**config.mk**
```make
export PLATFORM = sky130hd
export DESIGN_NAME = kmap_minterm_extractor
export DESIGN_NICKNAME = d
export VERILOG_FILES = /design/src/rtl/kmap_pkg.sv /design/src/rtl/kmap_settle_timer.sv /design/src/rtl/kmap_minterm_extractor.sv
export SDC_FILE = /design/constraint.sdc
export NUM_CORES = 1
export LEC_CHECK = 0
export ABC_AREA = 1
export CORE_ASPECT_RATIO = 1.75
export CORE_MARGIN = 3
export CORE_UTILIZATION = 45
export CTS_CLUSTER_SIZE = 30
export DETAILED_ROUTE_END_ITERATION = 6
export PLACE_DENSITY_LB_ADDON = 0.2
export SETUP_SLACK_MARGIN = 0.15
export SYNTH_ARGS = -nofsm -noshare
export SYNTH_HDL_FRONTEND = slang
export SYNTH_SLANG_ARGS = --single-unit
```
**constraint.sdc**
```tcl
create_clock -name clk -period 1 [get_ports clk]
set_input_delay 0.3 -clock clk [delete_from_list [all_inputs] [get_ports clk]]
set_output_delay 0.3 -clock clk [all_outputs]
set_load 0.1 [all_outputs]
```
**src/rtl/kmap_pkg.sv**
```systemverilog
// Shared types and helpers for the K-map minterm extractor.
// Optional compare feature in the top is enabled by defining KMAP_COMPARE_EN.
package kmap_pkg;

  localparam int KMAP_MAX_VARS = 4;

  typedef enum logic {
    S_IDLE  = 1'b0,
    S_SWEEP = 1'b1
  } state_t;

  // Width of a counter that spans 0..settle-1, never narrower than one bit.
  function automatic int settle_w(input int settle);
    return (settle > 1) ? $clog2(settle) : 1;
  endfunction

endpackage

```
**src/rtl/kmap_settle_timer.sv**
```systemverilog
// Holds each input combination for SETTLE cycles and flags the sample edge.
module kmap_settle_timer
  import kmap_pkg::*;
#(
  parameter int SETTLE = 1
) (
  input  logic clk,
  input  logic rst,
  input  logic clear,
  input  logic en,
  output logic tick
);

  localparam int W = settle_w(SETTLE);
  localparam logic [W-1:0] LAST = W'(SETTLE - 1);

  logic [W-1:0] cnt;

  assign tick = en && (cnt == LAST);

  // NOTE: sequential state uses non-blocking assignments so every register
  // samples pre-edge values, independent of block ordering.
  always_ff @(posedge clk or posedge rst) begin
    if (rst) begin
      cnt <= '0;
    end else if (clear) begin
      cnt <= '0;
    end else if (en) begin
      cnt <= (cnt == LAST) ? '0 : cnt + 1'b1;
    end
  end

endmodule

```
**src/rtl/kmap_minterm_extractor.sv**
```systemverilog
// Sweeps all 2^N input combinations and captures f_in into a minterm mask.
// Define KMAP_COMPARE_EN to add the expected/match comparison ports.
module kmap_minterm_extractor
  import kmap_pkg::*;
#(
  parameter int N      = 4,
  parameter int SETTLE = 1
) (
  input  logic            clk,
  input  logic            rst,
  input  logic            start,
  input  logic            f_in,
  output logic [N-1:0]    vars,
  output logic            busy,
  output logic            done,
  output logic [2**N-1:0] mask,
  output logic [N:0]      count
`ifdef KMAP_COMPARE_EN
  ,
  input  logic [2**N-1:0] expected,
  output logic            match
`endif
);

  state_t          state;
  logic            tick;
  logic            sweep_go;
  logic [2**N-1:0] mask_nxt;
`ifdef KMAP_COMPARE_EN
  logic [2**N-1:0] expected_q;
`endif

  // start is only honoured from IDLE; a request during a sweep is dropped.
  assign sweep_go = (state == S_IDLE) && start;

  kmap_settle_timer #(.SETTLE(SETTLE)) u_timer (
    .clk   (clk),
    .rst   (rst),
    .clear (sweep_go),
    .en    (state == S_SWEEP),
    .tick  (tick)
  );

  always_comb begin
    mask_nxt       = mask;
    mask_nxt[vars] = f_in;
  end

  // NOTE: every register, including the mask, has a reset value so an
  // aborted sweep leaves no stale partial result behind.
  always_ff @(posedge clk or posedge rst) begin
    if (rst) begin
      state      <= S_IDLE;
      vars       <= '0;
      busy       <= 1'b0;
      done       <= 1'b0;
      mask       <= '0;
      count      <= '0;
`ifdef KMAP_COMPARE_EN
      expected_q <= '0;
      match      <= 1'b0;
`endif
    end else begin
      done <= 1'b0;
      case (state)
        S_IDLE: begin
          if (start) begin
            state      <= S_SWEEP;
            busy       <= 1'b1;
            vars       <= '0;
            mask       <= '0;
            count      <= '0;
`ifdef KMAP_COMPARE_EN
            expected_q <= expected;
            match      <= 1'b0;
`endif
          end
        end
        S_SWEEP: begin
          if (tick) begin
            mask  <= mask_nxt;
            count <= count + (N+1)'(f_in);
            vars  <= vars + 1'b1;
            if (&vars) begin
              state <= S_IDLE;
              busy  <= 1'b0;
              done  <= 1'b1;
`ifdef KMAP_COMPARE_EN
              match <= (mask_nxt == expected_q);
`endif
            end
          end
        end
        default: state <= S_IDLE;
      endcase
    end
  end

endmodule

```
==> key figures, run 1 <==
Status
  • Status: stopped before the end
  • Exit stage: global routing
  • Error message: [ERROR DPL-0033] detailed placement checks failed during check placement.

Synthesis
  • Syn. warnings: 0
  • Synth area leader: dfrtp_1
  • Synth area leaders: dfrtp_1, nand2_1, inv_1, nand3_1, ha_1
  • Post-synth top area share: 48.40%
  • Post-synthesis cell type count: 13
  • Post-Synthesis Cells: 196
  • Syn Area/Cell: approximately 7.4 um2
  • Synthesized area: 1448 um2
  • #FFs+latches synth: 28
  • Seq/Total Area, Yosys: 48.40%
  • Net Count, Synth: about 210

CTS
  • Root Driver: clkbuf_8
  • Clock Tree Buf Depth: 2
  • Inserted Clock Buffers: 3
  • Hold_buf cts: 0
  • CTS HTree Levels: 1
  • Clock sinks: 28

Global routing
  • Initial antenna violation count: 0
  • Largest net degree at the start of global routing: 29

Placed design
  • Port-buffer cells: 30
  • Final HPWL DP: 2618 um
  • Routability cong.: roughly 0.83

Floorplanning
  • # IOs: 31
  • Effective utilization at floorplan: 48.37%
  • Total number of placement rows: 26
  • Die height: between 80 and 90 um
  • Die X: 48.88 um

STA
  • Post-GRT worst EP: vars[1]
  • Kind of the worst endpoint: output port
==> what timing repair did <==
item                                    in CTS
gates resized for setup                     74
setup buffers                                9
pin swaps                                   39
endpoints found under the setup margin      55
==> metrics by stage <==
stage	setup slack, ns	setup TNS [ns]	cells	area (um2)
floorplan	-0.3121	-6.943	196	1598
global placement	-0.4400	-10.46	277	2317
detailed placement	-0.4742	-11.18	277	2317
CTS	-0.3738	-12.04	290	2694
==> logic make-up after synthesis <==
group | after synthesis | synth area share, %
AOI/OAI and AO/OA | 4 | 1.383
adders and majority gates | 6 | 5.186
and+or+nand+nor | 123 | 35.44
DFF | 28 | 48.40
buffers and inverters | 35 | 9.594
==> cells in the mapped netlist <==
library cell / count
buf_1: 1
nand3_1: 19
nand2_1: 86
nand2_2: 1
o21ai_0: 4
buf_4: 2
inv_1: 32
ha_1: 6
nor2_4: 2
nand4_1: 3
nor2_2: 1
dfrtp_1: 28
nor2_1: 11
==> run 2, diff against run 1 <==
- CORE_ASPECT_RATIO: 1.75 -> unset
- CORE_UTILIZATION: 45 -> 40
- CTS_CLUSTER_SIZE: 30 -> unset
- PLACE_DENSITY_LB_ADDON: 0.2 -> 0.15
- SETUP_SLACK_MARGIN: 0.15 -> unset
- clock period: 1 -> 1.3 ns (I/O delays scaled with it)
==> run 2 against run 1 <==
The flow now finishes, with violations (setup timing). Synthesized cell count stayed put. Synthesized area stayed put.
==> key figures, run 2 <==
Status
  • Status: finished with violations (was stopped before the end)
  • Failing checks: setup timing

Routing
  • DR pass1 iterations: 4
  • Post-DR wirelength/cell: 12.37 um
  • Post-route DRC: 0
  • Initial DRC Count: 94
  • Final wirelength: 3710 um
  • Via Count: 1380
  • Detail Route Antenna Nets: 0
  • Via/cell ratio: roughly 4.6

Critical path
  • Slowest-stage cell, CP: dfrtp_4
  • Crit Path Max Fanout: 2
  • Crit start category: flip-flop
  • CP Cell Sequence: buf_12
  • Top cell family by delay on the critical path: flip-flops
  • Critical Path End Type: primary output
  • WS Path Type: reg -> out
  • Crit path required time: 0.91 ns
  • Worst reg2reg path startpoint: vars[0]
  • Max incr delay on CP: 0.53 ns
  • Arrival time worst endpoint: ~1.0 ns
  • Worst path bufs/invs: 1
  • CP startpoint: vars[0]

Synthesis
  • Ys flop type: dfrtp_1 (unchanged)
  • Synth area leader: dfrtp_1 (unchanged)
  • Post-synth top area share: 48.40% (unchanged)
  • EDFF count, synth: 0 (unchanged)
  • Post-Synthesis Cells: 196 (unchanged)
  • Multiplexer share of the synthesized area: 0% (unchanged)
  • Post-synthesis cell type count: 13 (unchanged)
  • Post-synthesis simple-gate area fraction: 35.44% (unchanged)
  • Seq/Total Area, Yosys: 48.40% (unchanged)
  • Adder and majority gate portion of the synthesized area: 5.186% (unchanged)
  • #FFs+latches synth: 28 (unchanged)
  • Async SR Flop Fraction: 100.0% (unchanged)
  • Top post-synthesis cells by count: nand2_1, inv_1, dfrtp_1 (unchanged)
  • Most common cell in the netlist: nand2_1 (unchanged)
  • Syn. warnings: 0 (unchanged)
  • Synthesized area: 1448 um2 (unchanged)
  • Synth area leaders: dfrtp_1, nand2_1, inv_1, nand3_1, ha_1 (unchanged)
  • Compound-Gate Fraction of Synth Area: 1.383% (unchanged)
  • Net Count, Synth: 206 (unchanged)
  • Main combinational cell family by area after synthesis: simple AND/OR/NAND/NOR gates (unchanged)
  • Syn Area/Cell: 7.386 um2 (unchanged)
  • Synth Area in XOR/XNOR: 0% (unchanged)

STA
  • Upper clock frequency limit: 697.8 MHz
  • RSZ-0062 raised after global routing: true
  • Setup WS post-layout: -0.1331 ns
  • Slew margin rel.: between 70% and 80%
  • Final min period: 1.433 ns
  • Hold slack final: 0.3681 ns
  • Slew @ Worst Pin: around 0.36 ns
  • Fin crit share: 110.2%
  • Final Hold Fails: 0
  • Worst Clk Skew: 0.02049 ns
  • Pins Over Slew Limit: 0
  • Fin Setup TNS: -1.432 ns
  • Final setup viols: 34

Global routing
  • Vias in the first global route: 1253
  • Initial antenna violation count: 0
  • Grt total ovfl: 0
  • Largest net degree at the start of global routing: 29
  • GRT Total Usage: roughly 17%
  • First-pass GRT wire length: 5706 um

Floorplanning
  • DIE AREA: 4377 um2
  • Core Box Area: 3416 um2
  • # IOs: 31 (unchanged)
  • Total number of placement rows: 21 (was 26)
  • Die X: 66.16 um (was 48.88 um)
  • Die height: 66.16 um (was 81.03 um)
  • Effective utilization at floorplan: 42.38% (was 48.37%)

Finish
  • Ant diodes: 0
  • Largest register FFs: 16
  • Top flop regs: mask (16), count (5), vars (4)
  • Top reg by flops: mask
  • Commonest non-fill, non-tap cell in the layout: nand2_1
  • Most frequent cells in the layout: nand2_1, buf_12, inv_1, buf_4, dfrtp_1
  • Final nets: 265
  • Layout area overhead: 76.75%
  • Share of cells above drive strength 1: between 40% and 50%

CTS
  • Clk pin slew, worst setup/hold paths: 0.16 ns
  • Worst skew pair latency: 0.33 ns
  • Clock Tree Buf Depth: 2 (unchanged)
  • CTS HTree Levels: 1 (unchanged)
  • Hold_buf cts: 0 (unchanged)
  • Root Driver: clkbuf_4 (was clkbuf_8)
  • CTS tree: yes
  • Inserted Clock Buffers: 3 (unchanged)
  • Clock sinks: 28 (unchanged)

Flow run
  • Max-cap violations: 0

Placed design
  • Port-buffer cells: 30 (unchanged)
  • Routability cong.: 0.7531 (was 0.8323)
  • Final HPWL DP: 2244 um (was 2618 um)
  • Placement Setup Slack: -0.2657 ns (was -0.4742 ns)

Min path
  • Hold WC Path Type: in -> async
run 2: layout make-up:
type / count / area, um2
fillers: 221 / 857.1
clock buffers: 4 / 26.28
repair buffers: 57 / 825.8
inverters: 32 / 152.6
flip-flops and latches: 28 / 725.7
well taps: 46 / 57.56
multi-input cells: 133 / 770.7
run 2: worst paths after layout:
path / to / slack [ns] / depth (start not counted)
worst max-delay path: vars[0] / -0.13 / 1
worst min-delay path: mask[1] / 0.37 / 3
worst max register to register: mask[5] / -0.04 / 8
worst min register to register: busy / 0.60 / 2
max in group asynchronous: vars[1] / 0.73 / 3
min in group clk: busy / 0.60 / 2
run 2: timing repair:
item,in CTS,in global routing
buffers inserted,12,8
pin swaps,0,16
resized for setup,3,44
setup endpoints to repair,28,53
run 2: cells by family (layout without fill, tap and decap cells):
| kind of cell | Yosys count | after routing |
|---|---|---|
| buf+inv | 35 | 93 |
| simple gates | 123 | 123 |
| flops | 28 | 28 |
| compound gates | 4 | 4 |
| fa+ha+maj | 6 | 6 |
run 2: layer usage:
layer	part of all wire, %	global-route usage, %
met5	0	0
met4	2.1	8.883
met3	4.3	2.381
met2	50	25.65
met1	43	23.71
run 2: metrics by stage:
step                      utilization (%)  instances  area (um2)
final                               74.91        300        2559
after global placement              64.80        276        2213
after CTS                           68.46        292        2338
after detailed placement            64.80        276        2213
after floorplan                         -        196        1514
after global routing                74.91        300        2559
Power of run 2 is not shown: default switching activity piles up to over one toggle a cycle in this logic, so the estimate is an artifact.
==> run 3, diff against run 2 <==
- ABC_AREA: 1 -> unset
- CORE_AREA: unset -> 3 3 64 66
- CORE_MARGIN: 3 -> unset
- CORE_UTILIZATION: 40 -> unset
- DIE_AREA: unset -> 0 0 67 69
- HOLD_SLACK_MARGIN: unset -> 0.02
==> run 3 against run 2 <==
The run still ends with setup timing left. Global-route usage decreased by 0.47 points. Highest routed layer unchanged. Cell area decreased by 4.2%. Setup slack got worse by 0.012 ns. Flip-flop and latch count unchanged. Fmax decreased by 0.84%. Critical endpoint is now vars[1]. Routed wire length increased by 3.2%. Via count decreased by 5.9%. Synthesized cell count decreased by 24%. Count of clock-buffer cells in the layout unchanged. Critical path depth increased by 1.
==> key figures, run 3 <==
Synthesis
  • Synth area leader: dfrtp_1 (unchanged)
  • Net Count, Synth: 159 (was 206)
  • Top post-synthesis cells by count: dfrtp_1, nand2_1, nand3_1 (was nand2_1, inv_1, dfrtp_1)
  • Synth area leaders: dfrtp_1, nand2_1, nand3_1, ha_1, o211ai_1 (was dfrtp_1, nand2_1, inv_1, nand3_1, ha_1)
  • Synthesized area: 1393 um2 (was 1448 um2)
  • Syn. warnings: 0 (unchanged)
  • Ys flop type: dfrtp_1 (unchanged)
  • Post-Synthesis Cells: 149 (was 196)
  • Async SR Flop Fraction: 100.0% (unchanged)
  • Post-synthesis cell type count: 21 (was 13)
  • Most common cell in the netlist: dfrtp_1 (was nand2_1)
  • #FFs+latches synth: 28 (unchanged)
  • Post-synth top area share: 50.31% (was 48.40%)
  • EDFF count, synth: 0 (unchanged)
  • Syn Area/Cell: 9.346 um2 (was 7.386 um2)
  • Seq/Total Area, Yosys: 50.31% (was 48.40%)

STA
  • Final setup viols: 13 (was 34)
  • Fin crit share: 111.2% (was 110.2%)
  • RSZ-0062 raised after global routing: true (unchanged)
  • Final min period: 1.445 ns (was 1.433 ns)
  • Pins Over Slew Limit: 0 (unchanged)
  • Slew margin rel.: 80.23% (was 76.10%)
  • Setup WS post-layout: -0.1452 ns (was -0.1331 ns)
  • Fin Setup TNS: -0.8566 ns (was -1.432 ns)
  • Upper clock frequency limit: 692.0 MHz (was 697.8 MHz)
  • Slew @ Worst Pin: 0.2920 ns (was 0.3571 ns)
  • Worst Clk Skew: 0.008982 ns (was 0.02049 ns)
  • Final Hold Fails: 0 (unchanged)

Critical path
  • Crit path required time: 0.91 ns (about the same)
  • Arrival time worst endpoint: 1.06 ns (was 1.04 ns)
  • Reg2reg path depth: 4 (was 8)
  • Critical Path End Type: primary output (unchanged)
  • Flop-to-flop setup slack: -0.11 ns (was -0.04 ns)
  • Crit start category: flip-flop (unchanged)
  • Crit Path Max Fanout: 2 (unchanged)
  • WS Path Type: reg -> out (unchanged)

Placed design
  • Final HPWL DP: 2428 um (was 2244 um)
  • Port-buffer cells: 30 (unchanged)
  • DP Cell Count: 226 (was 276)
  • Routability cong.: 0.8294 (was 0.7531)
  • Post-placement cell area: 2191 um2 (was 2213 um2)

Routing
  • Post-route DRC: 0 (unchanged)
  • Via Count: 1298 (was 1380)
  • Detail Route Antenna Nets: 0 (unchanged)
  • DR pass1 iterations: 4 (unchanged)
  • Initial DRC Count: 102 (was 94)
  • Post-DR wirelength/cell: 15.32 um (was 12.37 um)
  • Final wirelength: 3830 um (was 3710 um)
  • Via/cell ratio: 5.192 (was 4.600)

CTS
  • Inserted Clock Buffers: 3 (unchanged)
  • Clk pin slew, worst setup/hold paths: 0.10 ns (was 0.16 ns)
  • CTS tree: yes (unchanged)
  • Worst skew pair latency: 0.28 ns (was 0.33 ns)
  • Clock Tree Buf Depth: 2 (unchanged)
  • CTS HTree Levels: 1 (unchanged)
  • Root Driver: clkbuf_8 (was clkbuf_4)
  • Clock sinks: 28 (unchanged)
  • Hold_buf cts: 0 (unchanged)

Global routing
  • GRT Total Usage: 16.60% (was 17.07%)
  • Grt total ovfl: 0 (unchanged)
  • Vias in the first global route: 1233 (was 1253)
  • Largest net degree at the start of global routing: 33 (was 29)
  • First-pass GRT wire length: 6037 um (was 5706 um)
  • Initial antenna violation count: 0 (unchanged)

Floorplanning
  • Effective utilization at floorplan: 38.33% (was 42.38%)
  • Total number of placement rows: 22 (was 21)
  • DIE AREA: 4623 um2 (was 4377 um2)
  • Core Box Area: 3633 um2 (was 3416 um2)
  • Die X: 67 um (was 66.16 um)
  • # IOs: 31 (unchanged)
  • Die height: 69 um (was 66.16 um)

Status
  • Status: finished with violations (unchanged)
  • Failing checks: setup timing (unchanged)

Flow run
  • Max-cap violations: 0 (unchanged)

Finish
  • Commonest non-fill, non-tap cell in the layout: buf_12 (was nand2_1)
  • Final design utilization: 67.46% (was 74.91%)
  • Ant diodes: 0 (unchanged)
  • Most frequent cells in the layout: buf_12, nand2_1, buf_4, nand3_1, dfrtp_2 (was nand2_1, buf_12, inv_1, buf_4, dfrtp_1)
  • Final instance area: 2451 um2 (was 2559 um2)
  • Share of cells above drive strength 1: 47.52% (was 40.55%)
  • Post-Layout Cell Count: 250 (was 300)
  • Layout area overhead: 76.01% (was 76.75%)
  • Final nets: 213 (was 265)
  • Top reg by flops: mask (unchanged)
  • Top flop regs: mask (16), count (5), vars (4) (unchanged)
  • Largest register FFs: 16 (unchanged)
  • FILL cells: 280 (was 221)

Min path
  • Hold WC Path Type: in -> async (unchanged)
-- run 3: area by class of cell --
class,count,area [um2],share of cell area (%)
Multi-Input combinational cell,103,734.5,29.96
Clock buffer,4,45.04,1.838
Inverter,9,38.79,1.582
Timing Repair Buffer,58,837.1,34.15
Tap cell,48,60.06,2.450
Sequential cell,28,735.7,30.02
-- run 3: per-layer routing --
| metal | vias to the layer above | wire length, um | track usage, % |
|---|---|---|---|
| met5 | - | 0 | 0 |
| met4 | 0 | 40 | 4.730 |
| met3 | 6 | 116 | 2.280 |
| met2 | 23 | 1956 | 26.09 |
| met1 | 637 | 1716 | 23.59 |
| li1 | 632 | - | - |
-- run 3: logic make-up (layout without fill, tap and decap cells) --
| kind of cell | after synthesis | after routing | share of synthesized area (%) |
|---|---|---|---|
| and+or+nand+nor | 60 | 60 | 21.20 |
| AOI/OAI and AO/OA | 36 | 36 | 16.44 |
| DFF | 28 | 28 | 50.31 |
| buffers and inverters | 18 | 71 | 6.019 |
| adders and majority gates | 6 | 6 | 5.391 |
| xor gates and xnor gates | 1 | 1 | 0.6290 |
-- run 3: path summary, 6_finish.rpt --
check                      startpoint  endpoint
setup / recovery              vars[1]   vars[1]
hold / removal                    rst  mask[12]
setup reg to reg              vars[2]   mask[3]
hold reg to reg              mask[15]  mask[15]
max in group asynchronous         rst   vars[2]
min in group clk             mask[15]  mask[15]
-- run 3: per-stage QoR --
stage          setup WS, ns  hold WS, ns
2_1_floorplan       -0.1044       0.4546
3_3_place_gp        -0.3158       0.5247
3_5_place_dp        -0.3801       0.5416
4_1_cts             -0.1462       0.4508
5_1_grt             -0.1755       0.4615
6_report            -0.1452       0.4424
-- run 3: what timing repair did --
action / in CTS / in global routing
pin swaps: 0 / 8
resized for setup: 4 / 11
endpoints found under the setup margin: 11 / 43
setup buffers: 12 / 8
hold endpoints to repair: 0 / 0
-- run 3: critical path, cell delays in order, from the launching register on --
cell and delay [ns]:
dfrtp_4 0.49, buf_6 0.13, buf_12 0.15
Power of run 3 is left out for the same reason.
==> run 4, diff against run 3 <==
- HOLD_SLACK_MARGIN: 0.02 -> 0.12
==> results of run 4 <==
Final layout, timing and power as in run 3 (identical DEF).
Power of run 4 is left out for the same reason.
